$ cat src/rtl/hazard_ctrl_mc.sv
// hazard_ctrl_mc: pipeline hazard unit with a multi-cycle (MUL/DIV) E-stage sequencer.
// Ports:
//   clk, rst                       clock and synchronous active-high reset
//   Rs1D..RdW                      register indices for the D/E/M/W stages
//   RegWriteM/W, ResultSrcE0       write-back enables, load in E
//   McStartE, PCSrcE               multi-cycle op in E, taken branch in E
//   MemReqM, MemReadyM             data-memory handshake in M
//   StallF/D/E/M, FlushD/E/M/W     stage-register hold / bubble controls
//   ForwardAE/BE                   operand bypass selects (00 RF, 01 W, 10 M)
//   McBusy, StallCount             sequencer busy flag, saturating fetch-stall counter
module hazard_ctrl_mc #(
  parameter int unsigned REG_AW = 5,
  parameter int unsigned MC_LAT = 4,
  parameter int unsigned CNT_W  = 16
) (
  input  logic              clk,
  input  logic              rst,
  input  logic [REG_AW-1:0] Rs1D,
  input  logic [REG_AW-1:0] Rs2D,
  input  logic [REG_AW-1:0] Rs1E,
  input  logic [REG_AW-1:0] Rs2E,
  input  logic [REG_AW-1:0] RdE,
  input  logic [REG_AW-1:0] RdM,
  input  logic [REG_AW-1:0] RdW,
  input  logic              RegWriteM,
  input  logic              RegWriteW,
  input  logic              ResultSrcE0,
  input  logic              McStartE,
  input  logic              PCSrcE,
  input  logic              MemReqM,
  input  logic              MemReadyM,
  output logic              StallF,
  output logic              StallD,
  output logic              StallE,
  output logic              StallM,
  output logic              FlushD,
  output logic              FlushE,
  output logic              FlushM,
  output logic              FlushW,
  output logic [1:0]        ForwardAE,
  output logic [1:0]        ForwardBE,
  output logic              McBusy,
  output logic [CNT_W-1:0]  StallCount
);

  localparam int unsigned MC_CW = $clog2(MC_LAT);
  localparam logic [MC_CW-1:0] MC_INIT = MC_CW'(MC_LAT - 2);

  typedef enum logic {IDLE, MC_BUSY} state_t;

  state_t           state;
  logic [MC_CW-1:0] mcCnt;
  logic             memStall;
  logic             lwStall;
  logic             mcStall;

  // Operand bypass: the younger M result wins over W; x0 is never forwarded.
  always_comb begin
    ForwardAE = 2'b00;
    ForwardBE = 2'b00;
    if (!rst) begin
      if (Rs1E != '0 && Rs1E == RdM && RegWriteM)      ForwardAE = 2'b10;
      else if (Rs1E != '0 && Rs1E == RdW && RegWriteW) ForwardAE = 2'b01;
      if (Rs2E != '0 && Rs2E == RdM && RegWriteM)      ForwardBE = 2'b10;
      else if (Rs2E != '0 && Rs2E == RdW && RegWriteW) ForwardBE = 2'b01;
    end
  end

  // Hazard sources; in IDLE a start request stalls even while memory holds the FSM.
  always_comb begin
    memStall = MemReqM & ~MemReadyM;
    lwStall  = ResultSrcE0 && (RdE != '0) && ((Rs1D == RdE) || (Rs2D == RdE));
    mcStall  = (state == IDLE) ? McStartE : (mcCnt != '0);
  end

  // Prioritised stall/flush decode.
  always_comb begin
    StallF = 1'b0;
    StallD = 1'b0;
    StallE = 1'b0;
    StallM = 1'b0;
    FlushD = 1'b0;
    FlushE = 1'b0;
    FlushM = 1'b0;
    FlushW = 1'b0;
    if (rst) begin
      FlushD = 1'b1;
      FlushE = 1'b1;
      FlushM = 1'b1;
      FlushW = 1'b1;
    end else if (memStall) begin
      // E is frozen, so a taken branch waits until memory releases.
      StallF = 1'b1;
      StallD = 1'b1;
      StallE = 1'b1;
      StallM = 1'b1;
      FlushW = 1'b1;
    end else if (mcStall) begin
      StallF = 1'b1;
      StallD = 1'b1;
      StallE = 1'b1;
      FlushM = 1'b1;
    end else if (PCSrcE) begin
      // Wrong-path D instruction is squashed, so a load-use stall on it is moot.
      FlushD = 1'b1;
      FlushE = 1'b1;
    end else if (lwStall) begin
      StallF = 1'b1;
      StallD = 1'b1;
      FlushE = 1'b1;
    end
  end

  // Multi-cycle sequencer and saturating stall counter; memory stalls freeze the sequencer.
  always_ff @(posedge clk) begin
    if (rst) begin
      state      <= IDLE;
      mcCnt      <= '0;
      StallCount <= '0;
    end else begin
      if (StallF && (StallCount != '1)) StallCount <= StallCount + CNT_W'(1);
      if (!memStall) begin
        case (state)
          IDLE: begin
            if (McStartE) begin
              state <= MC_BUSY;
              mcCnt <= MC_INIT;
            end
          end
          MC_BUSY: begin
            if (mcCnt != '0) mcCnt <= mcCnt - MC_CW'(1);
            else             state <= IDLE;
          end
          default: state <= IDLE;
        endcase
      end
    end
  end

  assign McBusy = (state == MC_BUSY);

endmodule

$ cat config.mk
export PLATFORM = sky130hd
export DESIGN_NAME = hazard_ctrl_mc
export DESIGN_NICKNAME = d
export VERILOG_FILES = /design/src/rtl/hazard_ctrl_mc.sv
export SDC_FILE = /design/constraint.sdc
export NUM_CORES = 1
export LEC_CHECK = 0
export BUFFER_PORTS_ARGS = -buffer_cell sky130_fd_sc_hd__buf_2
export CAP_MARGIN = 20
export CORE_ASPECT_RATIO = 0.6
export CORE_UTILIZATION = 49
export DETAILED_ROUTE_END_ITERATION = 12
export PLACE_DENSITY = 0.84
export SLEW_MARGIN = 5
export SYNTH_ARGS = -nofsm -noshare
export SYNTH_HDL_FRONTEND = slang
export SYNTH_SLANG_ARGS = --single-unit
$ cat constraint.sdc
create_clock -name clk -period 8.1 [get_ports clk]
set_clock_uncertainty 0.05 [all_clocks]
set_input_delay 2.025 -clock clk [delete_from_list [all_inputs] [get_ports clk]]
set_output_delay 2.025 -clock clk [all_outputs]
set_load 0.05 [all_outputs]
Word-level counts from Yosys, hierarchy flattened
Index checks and enable logic that the tools add are counted.

Bits in registers: 19. Bits in latches: 0. Bits in writable memories: 0. Memory bits (read-only): 0. Logic and storage cells: 69. Memories kept: 0.

$add $sub $neg: 2. Multipliers: 0. Div/mod/pow operators: 0. Magnitude comparators: 0. Equality and inequality tests: 9. Shift operators: 0. Muxes and demuxes: 34. Bitwise logic cells: 4. Reduce and logical (&&, ||, !) cells: 17.

Operator list (count): $eq 5x5->1 (6); $mux 1 (26); $add 16x1->16 const B (1); $ne 16x16->1 const B (1); $reduce_bool 5->1 (3); $mux 2 (6); $logic_and 1x1->1 (11); $pmux 2 s2 (1); $not 1->1 (3); $reduce_and 3->1 (1); $ne 2x1->1 const B (1); $ne 2x2->1 const B (1); $pmux 1 s2 (1); $reduce_bool 2->1 (1); $sub 2x1->2 const B (1); $and 1x1->1 (1); $logic_or 1x1->1 (1).

Logic depth before layout (Yosys ltp)
Depth in word-level cells: 9. Gate-level depth with buffers: 10. Mapped depth without buffers: 8.

Worst setup path after synthesis
OpenSTA, ideal clock, no wires.

Path kind: input to output. Start: input port Rs1E[1]. End: output port ForwardAE[0]. Data arrival time: 4.262 ns. Setup slack: 1.763 ns. Stages on the path: 4. Path through: or4_1 nor2_1 nor4_1 nor4_1.

Longest elaborated chain between the ends: 6. Elaborated cells between the ends (all ways): 10. Those cells by class: eq/ne: 2; mux: 3; reduce/logical: 5.

RTL lines: start, declared (line 20) `input logic [REG_AW-1:0] Rs1E,`; $eq 5x5->1 or $reduce_bool 5->1 (tied branches) (line 63, 62); $logic_and 1x1->1 (2 in a row) (line 63) `else if (Rs1E != '0 && Rs1E == RdW && RegWriteW) ForwardAE = 2'b01;`; $mux 1 (line 63); $mux 2 * (line 62) `if (Rs1E != '0 && Rs1E == RdM && RegWriteM) ForwardAE = 2'b10;`; $mux 2 * (line 61) `if (!rst) begin`; end, declared (line 40) `output logic [1:0] ForwardAE,`.

Mark *: on every way between the ends. The rest lies on a longest branch, timed or not.

Final worst setup path
Start: input port RdE[1]. End: output port StallD.

Longest elaborated chain between the ends: 8. Elaborated cells between the ends (all ways): 11. Those cells by class: eq/ne: 2; mux: 5; reduce/logical: 4.

RTL lines: start, declared (line 22) `input logic [REG_AW-1:0] RdE,`; $eq 5x5->1 or $reduce_bool 5->1 (tied branches) (line 72) `lwStall = ResultSrcE0 && (RdE != '0) && ((Rs1D == RdE) || (Rs2D == RdE));`; $logic_or 1x1->1 or $logic_and 1x1->1 (tied branches) (line 72); $logic_and 1x1->1 * (line 72); $mux 1 * (line 107) `end else if (lwStall) begin`; $mux 1 * (line 103) `end else if (PCSrcE) begin`; $mux 1 * (line 98) `end else if (mcStall) begin`; $mux 1 * (line 91) `end else if (memStall) begin`; $mux 1 * (line 86) `if (rst) begin`; end, declared (line 33) `output logic StallD,`.

Marks and branches as above.

==> parameters.txt <==
Parameter                              Value

Outcome
  Run status    completed

STA
  Final hold vios    0
  Unrepaired setup endpoints after global routing    false
  Min cycle time layout    5.98 ns
  Headroom to the max-slew limit    0.502
  Least-Margin Pin Slew    around 0.75 ns
  Number of pins exceeding their max-slew limit in the final report    0
  Max Freq    ~170 MHz
  Ratio of final minimum period to clock period    0.738
  Final setup violating endpoints    0
  Total negative slack    0 ns

Worst setup path
  CP Launch Type    input pin
  Critical Setup Path Class    in2out
  Peak fanout along the critical path    11
  Data required, critical path    6.03 ns
  Launch instance of the worst register-to-register path    StallCount[0]
  Slack of the worst reg-to-reg path    roughly 5.6 ns
  Cell count of the worst reg-to-reg path    7
  Critical Path Source    RdE[1]
  Reg2Reg Capture Point    StallCount[5]
  Critical Path Sink    StallD
  Worst path arrival time    just under 4 ns
  Endpoint type of the worst setup path    output pin

Pwr
  Combinational share of power    0.312
  Lkg Pwr    roughly 0.76 nW
  Post-layout power    approximately 0.24 mW
  Net Sw Frac    0.338
  Largest vdd supply drop    0.0000564 V
  Flop pwr share    0.410
  NetSw    0.0812 mW
  Power per unit of standard cell area    between 100 and 150 mW/mm^2
  Internal power    about 0.16 mW
  Part of the power in the clock network    0.278

Logic synthesis
  Post-synth top area cell    sky130_fd_sc_hd__dfxtp_1
  Flip-flop and latch count after synthesis    19
  Mean instance size in the synthesized netlist    between 8 and 9 sq um
  Top cells by area, synth    sky130_fd_sc_hd__dfxtp_1, sky130_fd_sc_hd__xnor2_1, sky130_fd_sc_hd__a21oi_1, sky130_fd_sc_hd__or4_1, sky130_fd_sc_hd__o31ai_1
  EDFF count, synth    0
  Main synth FF type    sky130_fd_sc_hd__dfxtp_1
  FFs w/ async S/R, synth    0
  Net count after synthesis    between 200 and 250
  Warnings, synthesis    0
  Sequential fraction of the synthesis area    0.260
  Cell area after synthesis    0.00146 sq mm
  Netlist cell types    40
  Count of mapped cells out of synthesis    approximately 180
  Top cell type's share of synthesized area    0.260

Clocking
  Clock tree root buffer cell    sky130_fd_sc_hd__clkbuf_8
  Hold-fix buffer count after cts    0
  Number of gates resized after cts    0
  Clock buffer depth    2
  Clock sink total    19
  Clock tree from TritonCTS    yes
  CTS buffer count    3
  Latest clock arrival within the worst-skew pair    around 0.26 ns
  Worst-path clk slew    approximately 0.08 ns
  Post-CTS setup buffer count    0
  CTS H-tree lvls    1

Placement
  Detail Placement HPWL    between 2 and 3 mm
  Port Buffers    72
  Placement Cell Area    roughly 0.0018 sq mm
  Weighted congestion reported at the end of routability-driven placement    between 0.8 and 0.9

GRT
  Wire length of the first global-routing pass    roughly 6.2 mm
  Initial antenna violation count    0
  Maximum number of pins on one net before global-route repair    29
  Via count of the first global-routing pass    approximately 1400
  Grt total ovfl    0
  Gr usage total    0.251

Route
  Vias post-DR    between 1500 and 2000
  Mean number of vias per cell    5.34
  Avg WL per Cell    about 13 um
  Number of design-rule violations left by the first detailed-router iteration    98
  DRC violations left    0
  Number of nets with antenna violations after routing    0
  Iteration count of the initial detailed-routing pass    4
  DRT Wirelength    around 3.7 mm

Floorplanning
  Row Count    14
  Width of the die    72.5 um
  Die Footprint    approximately 0.0032 sq mm
  Height of the die    between 40 and 50 um
  Starting density of the core    0.549
  Core area    between 0.002 and 0.003 sq mm
  Boundary pin count    73

Layout
  # diodes    0
  Area of all placed cells without fillers    between 0.0015 and 0.002 sq mm
  Share of post-route cells with drive strength above 1    0.336
  Nets@finish    297
  Layout area overhead    28.0%

Run
  Total of max-cap violations    0

Worst hold path
  Min-Delay Path Class    reg2reg
cells in the mapped netlist (2+ instances only):
cell type                  number
sky130_fd_sc_hd__o31ai_1        8
sky130_fd_sc_hd__buf_6          2
sky130_fd_sc_hd__nor2b_1        3
sky130_fd_sc_hd__or3_1          5
sky130_fd_sc_hd__dfxtp_1       19
sky130_fd_sc_hd__ha_1           2
sky130_fd_sc_hd__a21oi_1       17
sky130_fd_sc_hd__nand3_1        9
sky130_fd_sc_hd__nand2_1       11
sky130_fd_sc_hd__o21ai_1        2
sky130_fd_sc_hd__nand4_1        7
sky130_fd_sc_hd__nor4_1         4
sky130_fd_sc_hd__xnor2_1       26
sky130_fd_sc_hd__nand2b_1       6
sky130_fd_sc_hd__clkbuf_1       3
sky130_fd_sc_hd__inv_1          7
sky130_fd_sc_hd__nor2_1        10
sky130_fd_sc_hd__o21ai_0        4
sky130_fd_sc_hd__xor2_1         5
sky130_fd_sc_hd__or4_1         11
cell usage in the layout (no fill, tap or decap), types with 2 or more instances in the layout:
| cell type | instances |
|---|---|
| sky130_fd_sc_hd__inv_1 | 7 |
| sky130_fd_sc_hd__nand2_1 | 11 |
| sky130_fd_sc_hd__ha_1 | 2 |
| sky130_fd_sc_hd__or4_1 | 11 |
| sky130_fd_sc_hd__nand2b_1 | 6 |
| sky130_fd_sc_hd__or3_1 | 5 |
| sky130_fd_sc_hd__xor2_1 | 5 |
| sky130_fd_sc_hd__buf_2 | 72 |
| sky130_fd_sc_hd__nor2b_1 | 3 |
| sky130_fd_sc_hd__o21ai_1 | 2 |
| sky130_fd_sc_hd__a21oi_1 | 17 |
| sky130_fd_sc_hd__o21ai_0 | 4 |
| sky130_fd_sc_hd__nor4_1 | 4 |
| sky130_fd_sc_hd__dfxtp_1 | 19 |
| sky130_fd_sc_hd__nor2_1 | 10 |
| sky130_fd_sc_hd__nand3_1 | 9 |
| sky130_fd_sc_hd__nand4_1 | 7 |
| sky130_fd_sc_hd__clkbuf_8 | 3 |
| sky130_fd_sc_hd__xnor2_1 | 26 |
| sky130_fd_sc_hd__o31ai_1 | 8 |
power groups by stage:
stage | combinational [mW] | clock (mW) | sequential (mW)
after floorplan | 0.0473 | 0 | 0.105
after global placement | 0.0734 | 0 | 0.100
after detailed placement | 0.0744 | 0 | 0.100
after CTS | 0.0747 | 0.0667 | 0.0983
after global routing | 0.0814 | 0.0706 | 0.0987
final | 0.0749 | 0.0668 | 0.0984
through the flow:
step	cells	utilization	setup slack (ns)	hold WS, ns
after detailed placement	286	0.686	2.11	0.407
after global routing	290	0.703	1.94	0.452
after global placement	286	0.686	2.15	0.392
final	290	0.703	2.12	0.419
after floorplan	181	-	1.76	0.382
after CTS	290	0.703	2.11	0.416
cells by family after synthesis:
kind of cell / Yosys count / share of synthesized area
buf+inv: 15 / 0.0522
compound gates: 40 / 0.186
xor+xnor: 31 / 0.186
fa+ha+maj: 2 / 0.0171
simple gates: 73 / 0.292
flops: 19 / 0.260
mux: 1 / 0.00685
how the worst min path moves through the flow:
| stage | from | to | depth (start not counted) |
|---|---|---|---|
| final | mcCnt[1] | mcCnt[1] | 2 |
| after global routing | mcCnt[1] | mcCnt[1] | 2 |
| after CTS | mcCnt[1] | mcCnt[1] | 2 |
| after detailed placement | mcCnt[1] | mcCnt[1] | 2 |
| after global placement | mcCnt[1] | mcCnt[1] | 2 |
| after floorplan | mcCnt[1] | mcCnt[1] | 2 |
final cells by class:
cell class              instances  area, sq um
well taps                      40         50.0
multi-input cells             147         1000
fillers                       250          792
repair buffers                 72          360
inverters                       8         30.0
flip-flops and latches         19          380
clock buffers                   4         45.0
metal layers:
layer  share of wire  global-route usage  vias up  routed length, um
met2            0.41               0.391       64               1520
met4          0.0051              0.0471        0                 19
met5               0                   0        -                  0
met3           0.083              0.0524        2                307
li1                -                   -      801                  -
met1            0.50               0.365      683               1860
worst max-delay path: stages:
cell and delay, ns:
sky130_fd_sc_hd__buf_2 0.12, sky130_fd_sc_hd__or4_1 0.52, sky130_fd_sc_hd__o21ai_1 0.25, sky130_fd_sc_hd__nor3_1 0.07
sky130_fd_sc_hd__a21oi_1 0.57, sky130_fd_sc_hd__inv_1 0.11, sky130_fd_sc_hd__buf_2 0.24
state kept, by name, indices dropped and copies added (netlist names):
signal / count
mcCnt: 2
McBusy: 1
StallCount: 16
Power figures use the tool's default switching activity.
